$ cat config.mk
export PLATFORM = sky130hd
export DESIGN_NAME = avaliador_jogada
export DESIGN_NICKNAME = d
export VERILOG_FILES = /design/src/rtl/avaliador_jogada.sv
export SDC_FILE = /design/constraint.sdc
export NUM_CORES = 1
export LEC_CHECK = 0
export ABC_AREA = 1
export CORE_ASPECT_RATIO = 1.75
export CORE_MARGIN = 2
export CORE_UTILIZATION = 50
export DETAILED_ROUTE_END_ITERATION = 16
export GPL_ROUTABILITY_DRIVEN = 0
export PLACE_DENSITY = 0.8
export SLEW_MARGIN = 20
export SYNTH_ARGS = -nofsm -noshare
export SYNTH_HDL_FRONTEND = slang
export SYNTH_SLANG_ARGS = --single-unit
$ cat constraint.sdc
create_clock -name clock -period 3.5 [get_ports clock]
set_input_delay 0.7 -clock clock [delete_from_list [all_inputs] [get_ports clock]]
set_output_delay 0.7 -clock clock [all_outputs]
set_load 0.1 [all_outputs]
$ cat src/rtl/avaliador_jogada.sv
// Move judge: opens a response window per note, compares the first new press
// against the target lane and emits a single-cycle acertou or errou pulse.
module avaliador_jogada #(
   parameter int N_BOTOES    = 8,
   parameter int JANELA_BASE = 64,
   parameter int PASSO       = 8,
   parameter int JANELA_MIN  = 4,
   parameter int LARGURA_T   = 7
) (
   input  logic                 clock,
   input  logic                 reset,
   input  logic                 iniciar,
   input  logic                 nota_valida,
   input  logic [2:0]           nota_alvo,
   input  logic [N_BOTOES-1:0]  botoes,
   input  logic [2:0]           linhas_bloq,
   output logic                 acertou,
   output logic                 errou,
   output logic                 enable_pontos,
   output logic                 janela_aberta,
   output logic [LARGURA_T-1:0] tempo_restante,
   output logic [1:0]           estado_o
);

   typedef enum logic [1:0] {
      INATIVO     = 2'd0,
      ESPERA_NOTA = 2'd1,
      JANELA      = 2'd2,
      RESULTADO   = 2'd3
   } estado_t;

   localparam logic [LARGURA_T-1:0] UM = LARGURA_T'(1);

   estado_t              estado_q;
   logic [2:0]           alvo_q;
   logic [N_BOTOES-1:0]  botoes_q;
   logic [LARGURA_T-1:0] tempo_q;
   logic                 acertou_q;
   logic                 errou_q;

   logic [N_BOTOES-1:0]  press;
   logic [N_BOTOES-1:0]  alvo_onehot;
   logic [LARGURA_T-1:0] janela_len;
   int                   janela_calc;

   // A target lane outside the button range decodes to all zeros, so any press is wrong.
   always_comb begin
      press       = botoes & ~botoes_q;
      alvo_onehot = '0;
      for (int i = 0; i < N_BOTOES; i++) begin
         alvo_onehot[i] = (int'(alvo_q) == i);
      end
   end

   // Signed arithmetic so a large blocking count clamps instead of wrapping.
   always_comb begin
      janela_calc = JANELA_BASE - int'(linhas_bloq) * PASSO;
      if (janela_calc < JANELA_MIN) begin
         janela_calc = JANELA_MIN;
      end
      janela_len = janela_calc[LARGURA_T-1:0];
   end

   always_ff @(posedge clock) begin
      botoes_q <= botoes;
      if (reset) begin
         estado_q  <= INATIVO;
         alvo_q    <= '0;
         tempo_q   <= '0;
         acertou_q <= 1'b0;
         errou_q   <= 1'b0;
         botoes_q  <= '0;
      end else if (!iniciar) begin
         estado_q  <= INATIVO;
         tempo_q   <= '0;
         acertou_q <= 1'b0;
         errou_q   <= 1'b0;
      end else begin
         acertou_q <= 1'b0;
         errou_q   <= 1'b0;
         case (estado_q)
            INATIVO: begin
               estado_q <= ESPERA_NOTA;
            end
            ESPERA_NOTA: begin
               if (nota_valida) begin
                  estado_q <= JANELA;
                  alvo_q   <= nota_alvo;
                  tempo_q  <= janela_len;
               end
            end
            JANELA: begin
               // A press on the last window cycle beats the timeout.
               if (press != '0 && press == alvo_onehot) begin
                  acertou_q <= 1'b1;
                  tempo_q   <= '0;
                  estado_q  <= RESULTADO;
               end else if (press != '0 || tempo_q == UM) begin
                  errou_q  <= 1'b1;
                  tempo_q  <= '0;
                  estado_q <= RESULTADO;
               end else begin
                  tempo_q <= tempo_q - UM;
               end
            end
            RESULTADO: begin
               tempo_q  <= '0;
               estado_q <= ESPERA_NOTA;
            end
            default: begin
               estado_q <= INATIVO;
            end
         endcase
      end
   end

   assign acertou        = acertou_q;
   assign errou          = errou_q;
   assign enable_pontos  = (estado_q != INATIVO);
   assign janela_aberta  = (estado_q == JANELA);
   assign tempo_restante = tempo_q;
   assign estado_o       = estado_q;

endmodule
==> flow_summary_export.csv, run 1 <==
group,metric,value,unit
setup_path,cp_cell_sequence,"clkdlybuf4s50_1",
setup_path,r2r-start,"estado_o[1]",
worst_hold_path,worst_hold_path.endpoint,"alvo_q[0]",
routing,vias_per_cell,4.98,
synth,synth.area.mux_share,0,%
floorplan,row_count,24,
clock_tree,post_cts_buffers,0,
setup_path,r2r-end,"tempo_restante[4]",
routing,wl_met2,1.52,mm
global_route,track_usage,19.1,%
setup_path,cp_top_family,"buffers and inverters",
global_route,antenna_found_initial,0,
clock_tree,insertion_delay,260,ps
power_and_ir_drop,total_power,0.591,mW
setup_path,slowest_stage,"clkdlybuf4s50_1",
flow_run,drv_cap,0,
synth,synth_compound_area_share,8.01,%
synth,synth-xor-area-share,8.01,%
place,io_buffers,30,
synth,yosys.area_share.simple,32.3,%
global_route,grt_pass1_wl,4.68,mm
global_route,grt_overflow,0,
layout,area.sequential,440,um2
setup_path,critical_path.max_stage_delay,1170,ps
clock_tree,numCtsBuffers,3,
synth,synth.net_count,210,
synth,syn-instance-count,184,
routing,top_layer,"met4",
routing,route.met3.wl,91,um
sta,fin_setup_tns,0,ps
worst_hold_path,hold_path.class,"flop to flop",
clock_tree,clk_pin_slew_worst_paths,80,ps
global_route,grt_pass1_vias,1148,
clock_tree,postCtsResizedCells,0,
synth,ys_seq_area_share,33.6,%
layout,final_common_cell,"inv_1",
clock_tree,cts_max_path_buffers,2,
setup_path,crit_type,"flop to primary output",
synth,syn_area_per_cell,7.13,um2
floorplan,die_h,71.8,um
layout,fillers,220,
routing,ant_nets,0,
status,status,"complete, no violations",
place,place_ws,1220,ps
layout,diodes,0,
clock_tree,cts_tree,"built",
layout,drive_gt1_share,13.0,%
floorplan,ios,31,
place,hpwlAfterDp,2.23,mm
clock_tree,clockRootBuffer,"clkbuf_8",
layout,final_cell_count_no_fill,242,
sta,worst_pin_slew,971,ps
synth,yosys.cell_types.count,23,
routing,drt_iter0_markers,15,
synth,yosys_warnings,0,
routing,vias,1204,
routing,drc_errors,0,
power_and_ir_drop,leakage,0.759,nW
sta,rsz0062_at_grt,"false",
floorplan,die_area,3070,um2
synth,netlist_area,1310,um2
sta,setup_viol,0,
sta,finalCriticalPeriod,2560,ps
setup_path,rr_worst_depth,7,
power_and_ir_drop,power_density,353,nW/um2
synth,yosys.area_share.adder,7.63,%
place,dp_cells,238,
setup_path,cp_data_arrival_time,1860,ps
sta,fmax,390,MHz
routing,wl_per_cell,11.5,um
setup_path,worst-r2r-setup-slack,1850,ps
layout,nets,243,
floorplan,die_w,42.7,um
setup_path,crit_required,2800,ps
synth,synth_top_family_by_area,"simple AND/OR/NAND/NOR gates",
setup_path,cp-start-kind,"flop",
sta,finalClockSkew,6.80,ps
clock_tree,ctsHoldBuffers,0,
sta,drv_slew,0,
power_and_ir_drop,ir_drop,0.271,mV
layout,final_cell_mix,"inv_1 (33), nand2_1 (31), clkdlybuf4s50_1 (23)",
worst_hold_path,min-delay-start,"alvo_q[0]",
layout,multi_input_area,734,um2
floorplan,coreArea,2490,um2
routing,wl_met1,1.10,mm
routing,routed_wl,2.78,mm
clock_tree,h-tree-depth,1,
sta,setup_slack,939,ps
global_route,grt_max_degree,13,
routing,firstDrtPassIters,4,
sta,slew-limit-headroom,35.0,%
setup_path,worstSetupEndpointType,"primary output",
sta,hold_viol,0,
floorplan,start_util,52.7,%
sta,period_share,73.2,%
layout,final_core_util,67.1,%
layout,area_delta_synth_final,27.5,%
worst_hold_path,hold-path-cell-count,2,
synth,synth_seq_cells,22,
setup_path,cp_max_fo,5,
setup_path,crit_buf_inv,1,
clock_tree,clock-sinks,22,
per-layer routing:
metal | vias to the layer above | global-route usage (%)
met4 | 0 | 8.33
li1 | 632 | -
met1 | 543 | 19.7
met5 | - | 0
met3 | 6 | 2.27
met2 | 23 | 36.7
kinds of logic (layout without fill, tap and decap cells):
kind of cell | Yosys count | count (layout)
simple gates | 87 | 87
buf+inv | 36 | 68
flops | 22 | 22
compound gates | 19 | 19
xor+xnor | 12 | 12
fa+ha+maj | 8 | 8
state kept, by name, summed over array words and instances (netlist names):
name            cells
tempo_restante      7
botoes_q            8
errou               1
acertou             1
alvo_q              3
estado_o            2
worst max path at each step:
stage / startpoint / to / cells after the start
finish: estado_o[0] / estado_o[0] / 1
global route: estado_o[0] / estado_o[0] / 1
CTS: estado_o[0] / estado_o[0] / 1
detailed placement: estado_o[0] / estado_o[0] / 1
global placement: estado_o[0] / estado_o[0] / 1
floorplan: estado_o[0] / tempo_restante[1] / 9
synth_stat cells:
cell       n  area (um2)
inv_1     33         124
nand2_1   31         116
dfxtp_1   22         440
nor2_1    22        82.6
nand3_1   11        55.1
ha_1       8         100
o21ai_0    8        40.0
xnor2_1    8        70.1
a21oi_1    7        35.0
nand2_2    6        37.5
nand4_1    4        25.0
nor3_1     4        20.0
xor2_1     4        35.0
nor2_2     3        18.8
a21oi_2    2        17.5
a31oi_1    2        12.5
buf_2      2        10.0
nand3_2    2        20.0
clkinv_1   1        3.75
nand2_4    1        11.3
nor2_4     1        11.3
nor3_2     1        10.0
nor3_4     1        16.3
through the flow:
stage                     cell area, um2  hold WS, ps
after floorplan                     1310          485
after global placement              1620          509
after detailed placement            1620          525
after CTS                           1670          536
after global routing                1670          570
final                               1670          535
power by group:
| group | switching, mW | total, mW | internal (mW) |
|---|---|---|---|
| sequential | 0.00828 | 0.268 | 0.260 |
| combinational | 0.0901 | 0.141 | 0.0504 |
| clock | 0.0825 | 0.183 | 0.100 |
| total | 0.181 | 0.591 | 0.410 |
layout make-up:
cell class,instances,share of cell area (%)
Multi-Input combinational cell,126,43.9
Sequential cell,22,26.3
Timing Repair Buffer,30,16.9
Inverter,34,7.63
Clock buffer,4,3.29
Tap cell,26,1.94
Power figures use the tool's default switching activity.
==> run 2: changes to the inputs <==
- CORE_UTILIZATION: 50 -> 49
- PLACE_DENSITY: 0.8 -> 0.79
- clock period: 3.5 -> 2.4 ns (I/O delays scaled with it)
==> run 2 against run 1 <==
Effect of this change:
- global-route usage grew 1.4 points
- critical endpoint is now janela_aberta
- die area grew 1.9%
- critical path depth grew 2
- via count up 3.3%
- sequential share of layout area is 0.19 points higher
- cell area decreased by 0.15%
==> flow_summary_export.csv, run 2 (synthesis results as in run 1) <==
group,metric,value,unit
setup_path,cp-start-kind,"flop",
clock_tree,clock-sinks,22,
layout,area_delta_synth_final,27.3,%
clock_tree,cts_tree,"built",
status,status,"complete, no violations",
setup_path,crit_path_start,"estado_o[0]",
layout,regMostFlops,"botoes_q",
layout,diodes,0,
floorplan,coreArea,2520,um2
place,dp_cells,239,
layout,nets,244,
clock_tree,h-tree-depth,1,
worst_hold_path,hold_path.class,"flop to flop",
clock_tree,clk_pin_slew_worst_paths,70,ps
setup_path,worstSetupEndpointType,"primary output",
setup_path,cp_max_fo,10,
layout,final_common_cell,"inv_1",
sta,worst_pin_slew,539,ps
global_route,grt_max_degree,12,
global_route,grt_pass1_wl,4.95,mm
worst_hold_path,min-delay-start,"estado_o[1]",
clock_tree,cts_max_path_buffers,2,
layout,drive_gt1_share,17.1,%
sta,finalClockSkew,5.86,ps
global_route,antenna_found_initial,0,
layout,largest_reg_flops,8,
flow_run,drv_cap,0,
clock_tree,post_cts_buffers,0,
setup_path,cp_data_arrival_time,1480,ps
sta,slew-limit-headroom,64.1,%
power_and_ir_drop,power_density,493,nW/um2
clock_tree,insertion_delay,260,ps
routing,wl_per_cell,12.1,um
sta,period_share,81.8,%
power_and_ir_drop,leakage,0.764,nW
clock_tree,ctsHoldBuffers,0,
clock_tree,postCtsResizedCells,0,
routing,routed_wl,2.93,mm
routing,firstDrtPassIters,4,
sta,drv_slew,0,
sta,finalCriticalPeriod,1960,ps
global_route,track_usage,20.5,%
setup_path,r2r-start,"estado_o[0]",
routing,vias_per_cell,5.14,
global_route,grt_pass1_vias,1267,
sta,setup_viol,0,
place,io_buffers,30,
routing,ant_nets,0,
floorplan,die_h,72.5,um
place,place_ws,453,ps
clock_tree,clockRootBuffer,"clkbuf_8",
sta,fin_setup_tns,0,ps
setup_path,crit_required,1920,ps
routing,drt_iter0_markers,15,
power_and_ir_drop,total_power,0.823,mW
sta,setup_slack,438,ps
power_and_ir_drop,ir_drop,0.322,mV
place,hpwlAfterDp,2.33,mm
sta,hold_viol,0,
floorplan,start_util,52.0,%
setup_path,crit_type,"flop to primary output",
global_route,grt_overflow,0,
sta,fmax,510,MHz
floorplan,ios,31,
floorplan,row_count,24,
floorplan,die_area,3130,um2
layout,final_cell_count_no_fill,242,
clock_tree,numCtsBuffers,3,
layout,final_cell_mix,"inv_1 (32), nand2_1 (31), nor2_1 (22)",
sta,rsz0062_at_grt,"false",
routing,vias,1244,
routing,drc_errors,0,
floorplan,die_w,43.1,um
-- run 2: changes by cell type in the layout (fill, tap and decap cells not counted) --
cell             change
clkdlybuf4s50_1      -6
clkbuf_8             -1
inv_1                -1
clkinvlp_4           +1
buf_4                +6
buf_12               +1
dfxtp_2              +2
dfxtp_1              -2
-- run 2: per-stage QoR --
| step | utilization, % | hold slack (ps) | instance area [um2] |
|---|---|---|---|
| 2_1_floorplan | - | 485 | 1320 |
| 5_1_grt | 66.2 | 532 | 1670 |
| 6_report | 66.2 | 515 | 1670 |
| 3_3_place_gp | 64.6 | 495 | 1630 |
| 4_1_cts | 66.2 | 513 | 1670 |
| 3_5_place_dp | 64.6 | 500 | 1630 |
-- run 2: cell type report --
class,count,area (um2)
Sequential cell,22,443
Clock buffer,3,41.3
Timing Repair Buffer,31,288
Multi-Input combinational cell,126,734
Fill cell,246,852
Inverter,34,131
Tap cell,26,32.5
-- run 2: worst paths after layout --
kind | to | slack, ps | cells after the start
setup / recovery | janela_aberta | 440 | 3
hold reg to reg | estado_o[1] | 510 | 2
hold / removal | estado_o[1] | 510 | 2
setup reg to reg | tempo_restante[5] | 770 | 7
-- run 2: layer usage --
metal,share of wire [%],up-vias,global-route usage [%]
li1,-,634,-
met3,4.9,9,2.74
met5,0,-,0
met4,2.9,0,10.8
met1,36,564,18.8
met2,56,37,40.8
-- run 2: report_power, final --
group          internal [mW]  leakage [nW]  switching, mW
Clock                  0.112        0.0216          0.109
Combinational         0.0761         0.562          0.134
Sequential             0.380         0.181         0.0125
-- run 2: worst max-delay path: stages, from the launching register on --
cell	delay [ps]
dfxtp_2	350
inv_1	110
ha_1	510
buf_12	250
==> run 3: changes to the inputs <==
- clock period: 2.4 -> 1.97 ns (I/O delays scaled with it)
==> run 3 against run 2 <==
Effect of this change:
- die area did not move
- via count increased by 1.0%
- combinational power increased by 32%
- global-route usage increased by 1.3 points
- utilization grew 3.6 points
- hold slack improved by 10 ps
- routed wire length is 5.7% higher
- cell area up 5.5%
- sequential share of layout area decreased by 1.0 points
==> flow_summary_export.csv, run 3 (synthesis results as in run 1) <==
group,metric,value,unit
place,hpwlAfterDp,2.49,mm
setup_path,worstSetupEndpointType,"primary output",
worst_hold_path,hold-path-cell-count,2,
worst_hold_path,hold_path.class,"flop to flop",
sta,period_share,90.3,%
routing,wl_per_cell,12.7,um
layout,fillers,211,
setup_path,cp-start-kind,"flop",
clock_tree,numCtsBuffers,3,
routing,vias,1257,
flow_run,drv_cap,0,
worst_hold_path,worst_hold_path.endpoint,"estado_o[1]",
sta,rsz0062_at_grt,"false",
clock_tree,clockRootBuffer,"clkbuf_8",
floorplan,start_util,52.0,%
routing,drc_errors,0,
layout,multi_input_area,739,um2
floorplan,row_count,24,
floorplan,coreArea,2520,um2
sta,hold_viol,0,
routing,ant_nets,0,
clock_tree,h-tree-depth,1,
sta,fin_setup_tns,0,ps
layout,final_cell_mix,"inv_1 (32), nand2_1 (30), nor2_1 (22)",
setup_path,worst-r2r-setup-slack,470,ps
clock_tree,clock-sinks,22,
setup_path,r2r-end,"tempo_restante[1]",
worst_hold_path,min-delay-start,"estado_o[1]",
clock_tree,clk_pin_slew_worst_paths,80,ps
sta,finalClockSkew,3.43,ps
sta,setup_viol,0,
floorplan,die_area,3130,um2
power_and_ir_drop,netSwitchingPower,0.335,mW
clock_tree,cts_max_path_buffers,2,
layout,diodes,0,
global_route,grt_overflow,0,
floorplan,die_h,72.5,um
floorplan,ios,31,
global_route,antenna_found_initial,0,
routing,routed_wl,3.09,mm
clock_tree,postCtsResizedCells,0,
setup_path,r2r-start,"estado_o[0]",
power_and_ir_drop,power_density,595,nW/um2
layout,area_delta_synth_final,34.2,%
power_and_ir_drop,total_power,1.05,mW
clock_tree,insertion_delay,270,ps
global_route,track_usage,21.8,%
power_and_ir_drop,intPower,0.713,mW
place,place_ws,122,ps
global_route,grt_pass1_vias,1299,
clock_tree,ctsHoldBuffers,0,
setup_path,cp_data_arrival_time,1390,ps
power_and_ir_drop,leakage,0.787,nW
setup_path,crit_type,"flop to primary output",
layout,largest_reg_flops,8,
setup_path,crit_required,1580,ps
place,io_buffers,30,
clock_tree,cts_tree,"built",
sta,drv_slew,0,
setup_path,rr_worst_depth,9,
sta,setup_slack,191,ps
power_and_ir_drop,pwr-share-clk,27.9,%
routing,vias_per_cell,5.17,
layout,nets,244,
layout,final_common_cell,"inv_1",
layout,area.sequential,449,um2
sta,finalCriticalPeriod,1780,ps
sta,fmax,562,MHz
sta,slew-limit-headroom,78.9,%
setup_path,cp_max_fo,10,
power_and_ir_drop,p_comb_share,26.5,%
floorplan,die_w,43.1,um
global_route,grt_max_degree,13,
status,status,"complete, no violations",
routing,firstDrtPassIters,4,
sta,worst_pin_slew,316,ps
clock_tree,post_cts_buffers,0,
power_and_ir_drop,p_seq_share,45.6,%
power_and_ir_drop,ir_drop,0.459,mV
layout,drive_gt1_share,18.9,%
layout,regMostFlops,"botoes_q",
global_route,grt_pass1_wl,5.26,mm
power_and_ir_drop,switching_share,32.0,%
routing,drt_iter0_markers,35,
==> run 3: per-layer routing <==
layer  up-vias  GRT usage [%]  routed length (um)
met5         -              0                   0
met4         0           10.4                 105
met1       579           19.3                1050
met2        32           44.9                1840
met3        10           2.49                  97
li1        636              -                   -
==> run 3: how the worst max path moves through the flow <==
stage	from	slack [ps]	to	cells after the start
after CTS	estado_o[0]	200	janela_aberta	3
after global placement	botoes[0]	180	estado_o[0]	10
final	estado_o[0]	190	janela_aberta	3
after global routing	estado_o[0]	140	janela_aberta	3
after floorplan	tempo_restante[0]	8	tempo_restante[6]	7
after detailed placement	botoes[1]	120	tempo_restante[1]	10
==> run 3: power groups by stage <==
| stage | clock, mW | combinational, mW | sequential (mW) |
|---|---|---|---|
| floorplan | 0 | 0.132 | 0.530 |
| global placement | 0 | 0.268 | 0.487 |
| detailed placement | 0 | 0.275 | 0.489 |
| CTS | 0.299 | 0.277 | 0.478 |
| global route | 0.316 | 0.297 | 0.480 |
| finish | 0.293 | 0.278 | 0.478 |
==> run 3: critical path: stages, from the launching register on <==
cell and delay (ps):
dfxtp_4 370, inv_1 130, ha_2 400, buf_12 220
==> run 3: area by class of cell <==
type                       count  share of cell area, %
clock buffer                   4                   2.56
inverter                      34                   7.53
multi-input combinational    126                   42.0
sequential                    22                   25.5
tap                           26                   1.85
timing repair buffer          31                   20.6
==> run 3: per-stage QoR <==
stage / hold slack, ps / cell area [um2] / utilization [%] / std cells
2_1_floorplan: 485 / 1330 / - / 184
3_3_place_gp: 499 / 1720 / 68.1 / 239
3_5_place_dp: 512 / 1720 / 68.1 / 239
4_1_cts: 526 / 1760 / 69.8 / 243
5_1_grt: 537 / 1760 / 69.8 / 243
6_report: 525 / 1760 / 69.8 / 243
